--- src/rtl/dmem_arbiter_pkg.sv ---
// Shared definitions for the data-memory arbiter: core-count limit and
// the index-width helper used by the arbiter and its priority search.
package arb_defs;

  localparam int NUM_CORES_MAX = 8;

  // Index width for n requesters, never below one bit.
  function automatic int idx_w(input int n);
    return (n < 2) ? 1 : $clog2(n);
  endfunction

endpackage

--- src/rtl/dmem_arbiter_rr_priority.sv ---
// Combinational round-robin search: the first set request at or after ptr,
// wrapping modulo N, found by scanning a doubled copy of the request vector.
module rr_priority
  import arb_defs::*;
#(
  parameter int N     = 4,
  parameter int IDX_W = idx_w(N)
) (
  input  logic [N-1:0]     req,
  input  logic [IDX_W-1:0] ptr,
  output logic [N-1:0]     gnt,
  output logic [IDX_W-1:0] gidx,
  output logic             any
);

  logic [2*N-1:0]   dbl;
  logic [N-1:0]     rot;
  logic [IDX_W:0]   base;
  logic [IDX_W-1:0] off;
  logic [IDX_W:0]   sum;

  assign dbl  = {req, req};
  assign base = {1'b0, ptr};

  // rot[k] is the request k positions after ptr.
  genvar gi;
  generate
    for (gi = 0; gi < N; gi++) begin : g_rot
      assign rot[gi] = dbl[base + (IDX_W+1)'(gi)];
    end
  endgenerate

  always_comb begin
    any = 1'b0;
    off = '0;
    for (int k = N - 1; k >= 0; k--) begin
      if (rot[k]) begin
        any = 1'b1;
        off = IDX_W'(k);
      end
    end
  end

  assign sum  = base + {1'b0, off};
  assign gidx = (sum >= (IDX_W+1)'(N)) ? IDX_W'(sum - (IDX_W+1)'(N)) : IDX_W'(sum);

  generate
    for (gi = 0; gi < N; gi++) begin : g_gnt
      assign gnt[gi] = any & (gidx == IDX_W'(gi));
    end
  endgenerate

endmodule

--- src/rtl/dmem_arbiter.sv ---
// Round-robin sharing of one single-port data memory between NUM_CORES
// pipelines: one access per cycle, read data returned the following cycle.
module dmem_arbiter
  import arb_defs::*;
#(
  parameter int NUM_CORES = 4,
  parameter int ADDR_W    = 32,
  parameter int DATA_W    = 32
) (
  input  logic                          Clk,
  input  logic                          Reset,
  input  logic [NUM_CORES-1:0]          core_req,
  input  logic [NUM_CORES-1:0]          core_we,
  input  logic [NUM_CORES-1:0]          core_half,
  input  logic [NUM_CORES-1:0]          core_byte,
  input  logic [NUM_CORES*ADDR_W-1:0]   core_addr,
  input  logic [NUM_CORES*DATA_W-1:0]   core_wdata,
  output logic [NUM_CORES-1:0]          core_stall,
  output logic [NUM_CORES*DATA_W-1:0]   core_rdata,
  output logic [NUM_CORES-1:0]          core_rvalid,
  output logic                          mem_en,
  output logic                          mem_we,
  output logic                          mem_half,
  output logic                          mem_byte,
  output logic [ADDR_W-1:0]             mem_addr,
  output logic [DATA_W-1:0]             mem_wdata,
  input  logic [DATA_W-1:0]             mem_rdata
);

  localparam int IDX_W = idx_w(NUM_CORES);

  logic [IDX_W-1:0]     ptr_reg, ptr_next;
  logic [NUM_CORES-1:0] rd_pend_reg, rd_pend_next;
  logic [IDX_W-1:0]     rsp_idx_reg, rsp_idx_next;
  logic                 rsp_valid_reg, rsp_valid_next;

  logic [NUM_CORES-1:0] req_live;
  logic [NUM_CORES-1:0] elig;
  logic [NUM_CORES-1:0] gnt;
  logic [IDX_W-1:0]     gidx;
  logic                 any;
  logic                 rsp_live;
  logic [IDX_W:0]       gidx_inc;

  // Requests and a pending response are ignored while Reset is high, so
  // every output is quiet during reset and an in-flight read is dropped.
  assign req_live = Reset ? '0 : core_req;
  assign rsp_live = rsp_valid_reg & ~Reset;
  assign elig     = req_live & ~rd_pend_reg;

  rr_priority #(
    .N     (NUM_CORES),
    .IDX_W (IDX_W)
  ) u_rr (
    .req  (elig),
    .ptr  (ptr_reg),
    .gnt  (gnt),
    .gidx (gidx),
    .any  (any)
  );

  always_comb begin
    mem_en    = any;
    mem_we    = 1'b0;
    mem_half  = 1'b0;
    mem_byte  = 1'b0;
    mem_addr  = '0;
    mem_wdata = '0;
    for (int i = 0; i < NUM_CORES; i++) begin
      if (gnt[i]) begin
        mem_we    = core_we[i];
        mem_half  = core_half[i];
        mem_byte  = core_byte[i];
        mem_addr  = core_addr[i*ADDR_W +: ADDR_W];
        mem_wdata = core_wdata[i*DATA_W +: DATA_W];
      end
    end
  end

  genvar gi;
  generate
    for (gi = 0; gi < NUM_CORES; gi++) begin : g_rsp
      assign core_rvalid[gi]                   = rsp_live & (rsp_idx_reg == IDX_W'(gi));
      assign core_rdata[gi*DATA_W +: DATA_W]   = core_rvalid[gi] ? mem_rdata : '0;
    end
  endgenerate

  // A read grant still stalls; the core is released on its data pulse.
  assign core_stall = req_live & ~(gnt & core_we) & ~core_rvalid;

  always_comb begin
    gidx_inc       = {1'b0, gidx} + (IDX_W+1)'(1);
    ptr_next       = ptr_reg;
    rsp_idx_next   = rsp_idx_reg;
    rsp_valid_next = any & ~mem_we;
    rd_pend_next   = (rd_pend_reg & ~core_rvalid) | (gnt & ~core_we);
    if (any) begin
      ptr_next = (gidx_inc == (IDX_W+1)'(NUM_CORES)) ? '0 : IDX_W'(gidx_inc);
      if (!mem_we) begin
        rsp_idx_next = gidx;
      end
    end
  end

  always_ff @(posedge Clk) begin
    if (Reset) begin
      ptr_reg       <= '0;
      rd_pend_reg   <= '0;
      rsp_idx_reg   <= '0;
      rsp_valid_reg <= 1'b0;
    end else begin
      ptr_reg       <= ptr_next;
      rd_pend_reg   <= rd_pend_next;
      rsp_idx_reg   <= rsp_idx_next;
      rsp_valid_reg <= rsp_valid_next;
    end
  end

endmodule

--- config.mk ---
export PLATFORM = sky130hd
export DESIGN_NAME = dmem_arbiter
export DESIGN_NICKNAME = d
export VERILOG_FILES = /design/src/rtl/dmem_arbiter_pkg.sv /design/src/rtl/dmem_arbiter_rr_priority.sv /design/src/rtl/dmem_arbiter.sv
export SDC_FILE = /design/constraint.sdc
export NUM_CORES = 1
export LEC_CHECK = 0
export CAP_MARGIN = 5
export CELL_PAD_IN_SITES_DETAIL_PLACEMENT = 0
export CELL_PAD_IN_SITES_GLOBAL_PLACEMENT = 1
export CORE_AREA = 2 2 197 199
export CTS_CLUSTER_SIZE = 25
export DETAILED_ROUTE_END_ITERATION = 8
export DIE_AREA = 0 0 199 201
export HOLD_SLACK_MARGIN = 0.1
export PLACE_DENSITY_LB_ADDON = 0.3
export SETUP_SLACK_MARGIN = 0.05
export SYNTH_ARGS = -nofsm -noshare
export SYNTH_HDL_FRONTEND = slang
export SYNTH_SLANG_ARGS = --single-unit
--- constraint.sdc ---
create_clock -name Clk -period 9.2 [get_ports Clk]
set_input_delay 0.92 -clock Clk [delete_from_list [all_inputs] [get_ports Clk]]
set_output_delay 0.92 -clock Clk [all_outputs]
set_load 0.005 [all_outputs]
==> flow_metrics.tcl, run 1 <==
set metrics [dict create \
    slew_headroom 0.355 \
    maxSlewViolCount 0 \
    fin_util 0.258 \
    final_area_um2 9840 \
    routedWlPerCell_um 16.2 \
    crit_arrival_ns 5.74 \
    cts.clk_slew.worst_paths_ns 0.04 \
    fmax_mhz 150 \
    port_buffers 509 \
    ir_worst_vdd_v 0.0000887 \
    p_clk_frac 0.056 \
    critPathKind "input pin to primary output" \
    mostFrequentLayoutCell "clkdlybuf4s50_1" \
    grt.total_usage 0.130 \
    grt-ovfl-total 0 \
    grt_max_degree 95 \
    globalplace.congestion 0.778 \
    setup_viol 0 \
    post-dp-hpwl_um 22300 \
    fp.dieW_um 199 \
    initial_core_util 0.110 \
    cts_tree "built" \
    path_cells "clkdlybuf4s50_1, and2b_1, mux4_2, o211ai_1, a31oi_1, ha_1, or4_4, and2_1, ha_4, nor2b_1, a221oi_1, nor3_1, a21oi_1, nor2_1, clkdlybuf4s50_1" \
    crit_fanout 94 \
    num_io_pins 510 \
    p_sw_frac 0.483 \
    fin_crit_sh 0.724 \
    critPathTopFamily "simple AND/OR/NAND/NOR gates" \
    finalHoldViolCount 0 \
    viasPerCell 4.04 \
    grt_pass1_vias 7031 \
    core_um2 38100 \
    drtIter0Drc 267 \
    post_dp_cell_area_um2 9760 \
    worstMarginPinSlew_ns 0.966 \
    firstDrtPassIters 4 \
    start_kind "input pin" \
    drv_cap 0 \
    yosysSeqAreaShare 0.0430 \
    worstPathBufferInverterCount 2 \
    end_kind "primary output" \
    worst_ep_required_time_ns 8.28 \
    post_cts_buffers 0 \
    clk_latency_ns 0.24 \
    routed_wirelength_um 28200 \
    cts_root_buf "clkbuf_16" \
    fin_worst_skew_ns 0.00251 \
    p_switching_w 0.000690 \
    intPower_w 0.000738 \
    ys_seq_elements 9 \
    tns_ns 0 \
    synthCells 775 \
    critPathSlowestCell "nor2b_1" \
    status "complete, no violations" \
    drive_above_1_share 0.0286 \
    fin_nets 1535 \
    ys_types 47 \
    cpPeakStageDelay_ns 0.59 \
    clock_sinks 9 \
    antenna_left 0 \
    mostFrequentLayoutCells "clkdlybuf4s50_1, a21oi_1, nor2_1, and2_1, nand2_1" \
    power_frac_seq 0.041 \
    cts.path.max_buffers 2 \
    ctsResizeCount 0 \
    h-tree-depth 1 \
    synthToLayoutAreaGrowth_pct 135 \
    largest_register_ffs 4 \
    power_leakage_nw 3.50 \
    period_needed_ns 6.66 \
    ys_warn_count 0 \
    netlist_area_um2 4190 \
    postSynthAreaPerCell_um2 5.41 \
    power_density_nw_per_um2 145 \
    dieArea_um2 40000 \
    cts_hold_buf 0 \
    fp.dieH_um 201 \
    rows 72 \
    path_common_cell "clkdlybuf4s50_1" \
    p_comb_frac 0.903 \
    hold_path_class "register to register" \
    num_antenna_cells 0 \
    vias 7027 \
    drc 0 \
    numCtsBuffers 3 \
    grt_pass1_wl_um 40800 \
    grt_antenna_before_repair 0 \
    n_fill_cell 4286 \
    rsz0062_at_grt "no" \
    syn_nets 1087 \
]
## power groups by stage
stage | logic, W | clock network (W) | registers [W]
5_1_grt | 0.00145 | 0.0000841 | 0.0000598
3_3_place_gp | 0.00133 | 0 | 0.0000589
6_report | 0.00129 | 0.0000807 | 0.0000580
3_5_place_dp | 0.00132 | 0 | 0.0000586
4_1_cts | 0.00132 | 0.0000823 | 0.0000579
2_1_floorplan | 0.000722 | 0 | 0.0000539
## logic make-up after synthesis
logic type | after synthesis | share of synthesized area
simple gates | 444 | 0.559
compound gates | 226 | 0.290
buf+inv | 88 | 0.0827
flops | 9 | 0.0430
fa+ha+maj | 6 | 0.0179
mux | 2 | 0.00776
## Yosys cell counts (all sizes together)
cell | count | area share
nor2b | 7 | 0.012
and4 | 3 | 0.0063
nor3b | 1 | 0.0018
a22oi | 1 | 0.0018
a311o | 1 | 0.0024
nor3 | 9 | 0.012
o211ai | 2 | 0.0048
nor4bb | 1 | 0.0024
mux4 | 1 | 0.0054
and2 | 130 | 0.19
o31ai | 1 | 0.0018
o2bb2ai | 1 | 0.0021
ha | 6 | 0.018
nand3b | 62 | 0.11
nand2b | 3 | 0.0051
nor2 | 139 | 0.12
a211oi | 1 | 0.0018
a21oi | 199 | 0.24
nand2 | 75 | 0.067
o32ai | 1 | 0.0021
o21ai | 7 | 0.0084
or4 | 1 | 0.0027
clkbuf | 54 | 0.048
a32oi | 3 | 0.0063
or3 | 1 | 0.0015
and2b | 3 | 0.0060
mux2i | 1 | 0.0024
nand3 | 8 | 0.0096
a221oi | 5 | 0.010
buf | 22 | 0.024
a31oi | 1 | 0.0015
a311oi | 3 | 0.0078
dfxtp | 9 | 0.043
and3 | 1 | 0.0027
inv | 12 | 0.011
## stage by stage
stage / hold slack (ns) / setup WS, ns / instances / total power [W]
after floorplan: 0.453 / 4.40 / 775 / 0.000775
after global placement: 0.503 / 2.46 / 1736 / 0.00138
after detailed placement: 0.503 / 2.41 / 1736 / 0.00138
after CTS: 0.509 / 2.41 / 1740 / 0.00146
after global routing: 0.532 / 2.29 / 1740 / 0.00159
final: 0.513 / 2.54 / 1740 / 0.00143
## path summary, 6_finish.rpt
| path | start | to | cells after the start | slack, ns |
|---|---|---|---|---|
| max reg2reg | ptr_reg[0] | rsp_idx_reg[1] | 15 | 4.50 |
| min | rd_pend_reg[2] | rd_pend_reg[2] | 2 | 0.51 |
| max | core_req[3] | mem_byte | 15 | 2.54 |
| min reg2reg | rd_pend_reg[2] | rd_pend_reg[2] | 2 | 0.51 |
## metal layers
layer / part of all wire / track usage
met1: 0.39 / 0.148
met2: 0.51 / 0.249
met3: 0.082 / 0.0252
met4: 0.017 / 0.0248
met5: 0 / 0
## worst reg2reg max path: cells and delay by family, from the launching register on
| kind | cells | cell delay, ns |
|---|---|---|
| adders and majority gates | 3 | 1.30 |
| and+or+nand+nor | 4 | 1.07 |
| AOI/OAI and AO/OA | 5 | 0.68 |
| DFF | 1 | 0.65 |
| buffers and inverters | 2 | 0.59 |
| muxes | 1 | 0.30 |
## layout make-up
class                   count  area, um^2  area share
clock buffers               3        75.1     0.00763
clock inverters             1        5.00    0.000509
inverters                  12        45.0     0.00458
multi-input cells         678        3720       0.378
flip-flops and latches      9         180      0.0183
well taps                 518         648      0.0659
repair buffers            519        5170       0.525
Note: power is estimated with default switching activity, not from simulation.
==> run 2, diff against run 1 <==
clock period = 6.5 ns   (was 9.2 ns; I/O delays follow)
==> run 2 against run 1 <==
Compared with the run above:
- wire length increased by 2.4%
- register-to-register slack got worse by 2.4 ns
- clock-buffer cell count up 1
- flip-flop and latch count stayed put
- worst setup slack lost 1.5 ns
- via count down 0.19%
- critical path type unchanged
==> flow_metrics.tcl, run 2 (same netlist as run 1, synthesis figures left out) <==
set metrics [dict create \
    drv_cap 0 \
    cts.path.max_buffers 2 \
    rsz0062_at_grt "no" \
    globalplace.congestion 0.822 \
    crit-reg2reg-launch "ptr_reg[0]" \
    fin_nets 1538 \
    finalHoldViolCount 0 \
    drt-met1-wl_um 11400 \
    clock_sinks 9 \
    post-dp-hpwl_um 23100 \
    mostFrequentLayoutCells "clkdlybuf4s50_1, a21oi_1, nor2_1, and2_1, nand2_1" \
    routed_wirelength_um 28900 \
    hold_depth 2 \
    initial_core_util 0.110 \
    min_to "rd_pend_reg[3]" \
    post_cts_buffers 0 \
    path_common_cell "a21oi_1" \
    fin_cells 1745 \
    power_leakage_nw 3.53 \
    port_buffers 509 \
    drtIter0Drc 202 \
    period_needed_ns 5.44 \
    ctsResizeCount 0 \
    h-tree-depth 1 \
    worst_ep_required_time_ns 5.85 \
    grt-ovfl-total 0 \
    viasPerCell 4.02 \
    routedWlPerCell_um 16.6 \
    core_um2 38100 \
    vias 7014 \
    cpPeakStageDelay_ns 0.55 \
    critPathSlowestCell "or4_4" \
    tns_ns 0 \
    hold_slack_ns 0.502 \
    antenna_left 0 \
    largest_register_ffs 4 \
    critPathTopFamily "simple AND/OR/NAND/NOR gates" \
    firstDrtPassIters 4 \
    topRoutingLayerUsed "met5" \
    fin_crit_sh 0.837 \
    ir_worst_vdd_v 0.0000982 \
    grt_pass1_vias 6972 \
    synthToLayoutAreaGrowth_pct 137 \
    dr_wl_met3_um 2430 \
    grt_pass1_wl_um 41200 \
    dpl.cell_count 1739 \
    end_kind "primary output" \
    grt_antenna_before_repair 3 \
    grt_max_degree 74 \
    worstPathBufferInverterCount 3 \
    cts_tree "built" \
    grt.total_usage 0.132 \
    slew_headroom 0.356 \
    fmax_mhz 184 \
    drive_above_1_share 0.0302 \
    rows 72 \
    cts_root_buf "clkbuf_16" \
    n_fill_cell 4280 \
    clk_latency_ns 0.24 \
    wl_met2_um 14700 \
    critPathKind "input pin to primary output" \
    reg2reg_slack_ns 2.13 \
    dieArea_um2 40000 \
    num_io_pins 510 \
    crit_fanout 34 \
    fin_total_pwr_w 0.00207 \
    status "complete, no violations" \
    setup_viol 0 \
    reg2reg_to "rsp_idx_reg[1]" \
    worstMarginPinSlew_ns 0.965 \
    start_kind "input pin" \
    cts.clk_slew.worst_paths_ns 0.04 \
    cts_hold_buf 0 \
    drc 0 \
    maxSlewViolCount 0 \
    mostFrequentLayoutCell "clkdlybuf4s50_1" \
    fp.dieW_um 199 \
    crit_arrival_ns 4.79 \
    holdCritStartpoint "rd_pend_reg[3]" \
    numCtsBuffers 3 \
    hold_path_class "register to register" \
    fp.dieH_um 201 \
    fin_worst_skew_ns 0.00203 \
    path_cells "clkdlybuf4s50_1, and2b_1, mux4_2, o211ai_1, a31oi_1, ha_1, or4_4, and2_1, ha_4, buf_4, nand3b_1, a21oi_1, a21oi_1, nor2_1, a21oi_1, nor2_1, clkdlybuf4s50_1" \
    r2r_cells 16 \
    power_density_nw_per_um2 208 \
]
==> run 2: changes by cell type in the layout (fill, tap and decap cells not counted) <==
cell and change:
clkinv_2 -1, buf_12 +5, clkbuf_1 +1, diode_2 +2
buf_4 -2
==> run 2: how the worst max path moves through the flow <==
stage	startpoint	to	slack [ns]	cells after the start
floorplan	core_req[1]	mem_addr[23]	2.24	17
CTS	core_req[3]	mem_wdata[13]	1.02	17
global route	ptr_reg[0]	mem_addr[18]	0.63	16
global placement	core_req[0]	mem_wdata[15]	1.09	17
finish	core_req[3]	mem_wdata[13]	1.06	17
detailed placement	core_req[3]	mem_wdata[13]	1.02	17
==> run 2: area by class of cell <==
type,count,area [um^2],share of cell area
flip-flops and latches,9,180,0.0181
well taps,518,648,0.0653
clock buffers,4,78.8,0.00794
multi-input cells,678,3720,0.374
inverters,12,45.0,0.00454
diodes,2,5.00,0.000504
repair buffers,522,5260,0.529
==> run 2: per-layer routing <==
metal | global-route usage | vias to the layer above
met1 | 0.145 | 3160
met2 | 0.254 | 317
met5 | 0 | -
met3 | 0.0292 | 23
li1 | - | 3512
met4 | 0.0245 | 2
==> run 2: through the flow <==
step | worst slack [ns] | instance area (um^2) | utilization
4_1_cts | 1.02 | 9930 | 0.260
5_1_grt | 0.632 | 9930 | 0.261
3_3_place_gp | 1.09 | 9850 | 0.258
3_5_place_dp | 1.02 | 9850 | 0.258
2_1_floorplan | 2.24 | 4190 | -
6_report | 1.06 | 9930 | 0.261
==> run 2: report_power, final <==
| group | leakage [nW] | internal (W) | switching [W] |
|---|---|---|---|
| registers | 0.0738 | 0.0000665 | 0.0000163 |
| clock network | 0.0382 | 0.0000823 | 0.0000305 |
| logic | 3.42 | 0.000928 | 0.000945 |
==> run 2: worst register-to-register path, delay by kind of cell (launching register included) <==
| family | cells | cell delay [ns] |
|---|---|---|
| DFF | 1 | 0.64 |
| muxes | 1 | 0.31 |
| adders and majority gates | 3 | 0.92 |
| buffers and inverters | 2 | 0.45 |
| and+or+nand+nor | 4 | 1.11 |
| AOI/OAI and AO/OA | 6 | 0.87 |
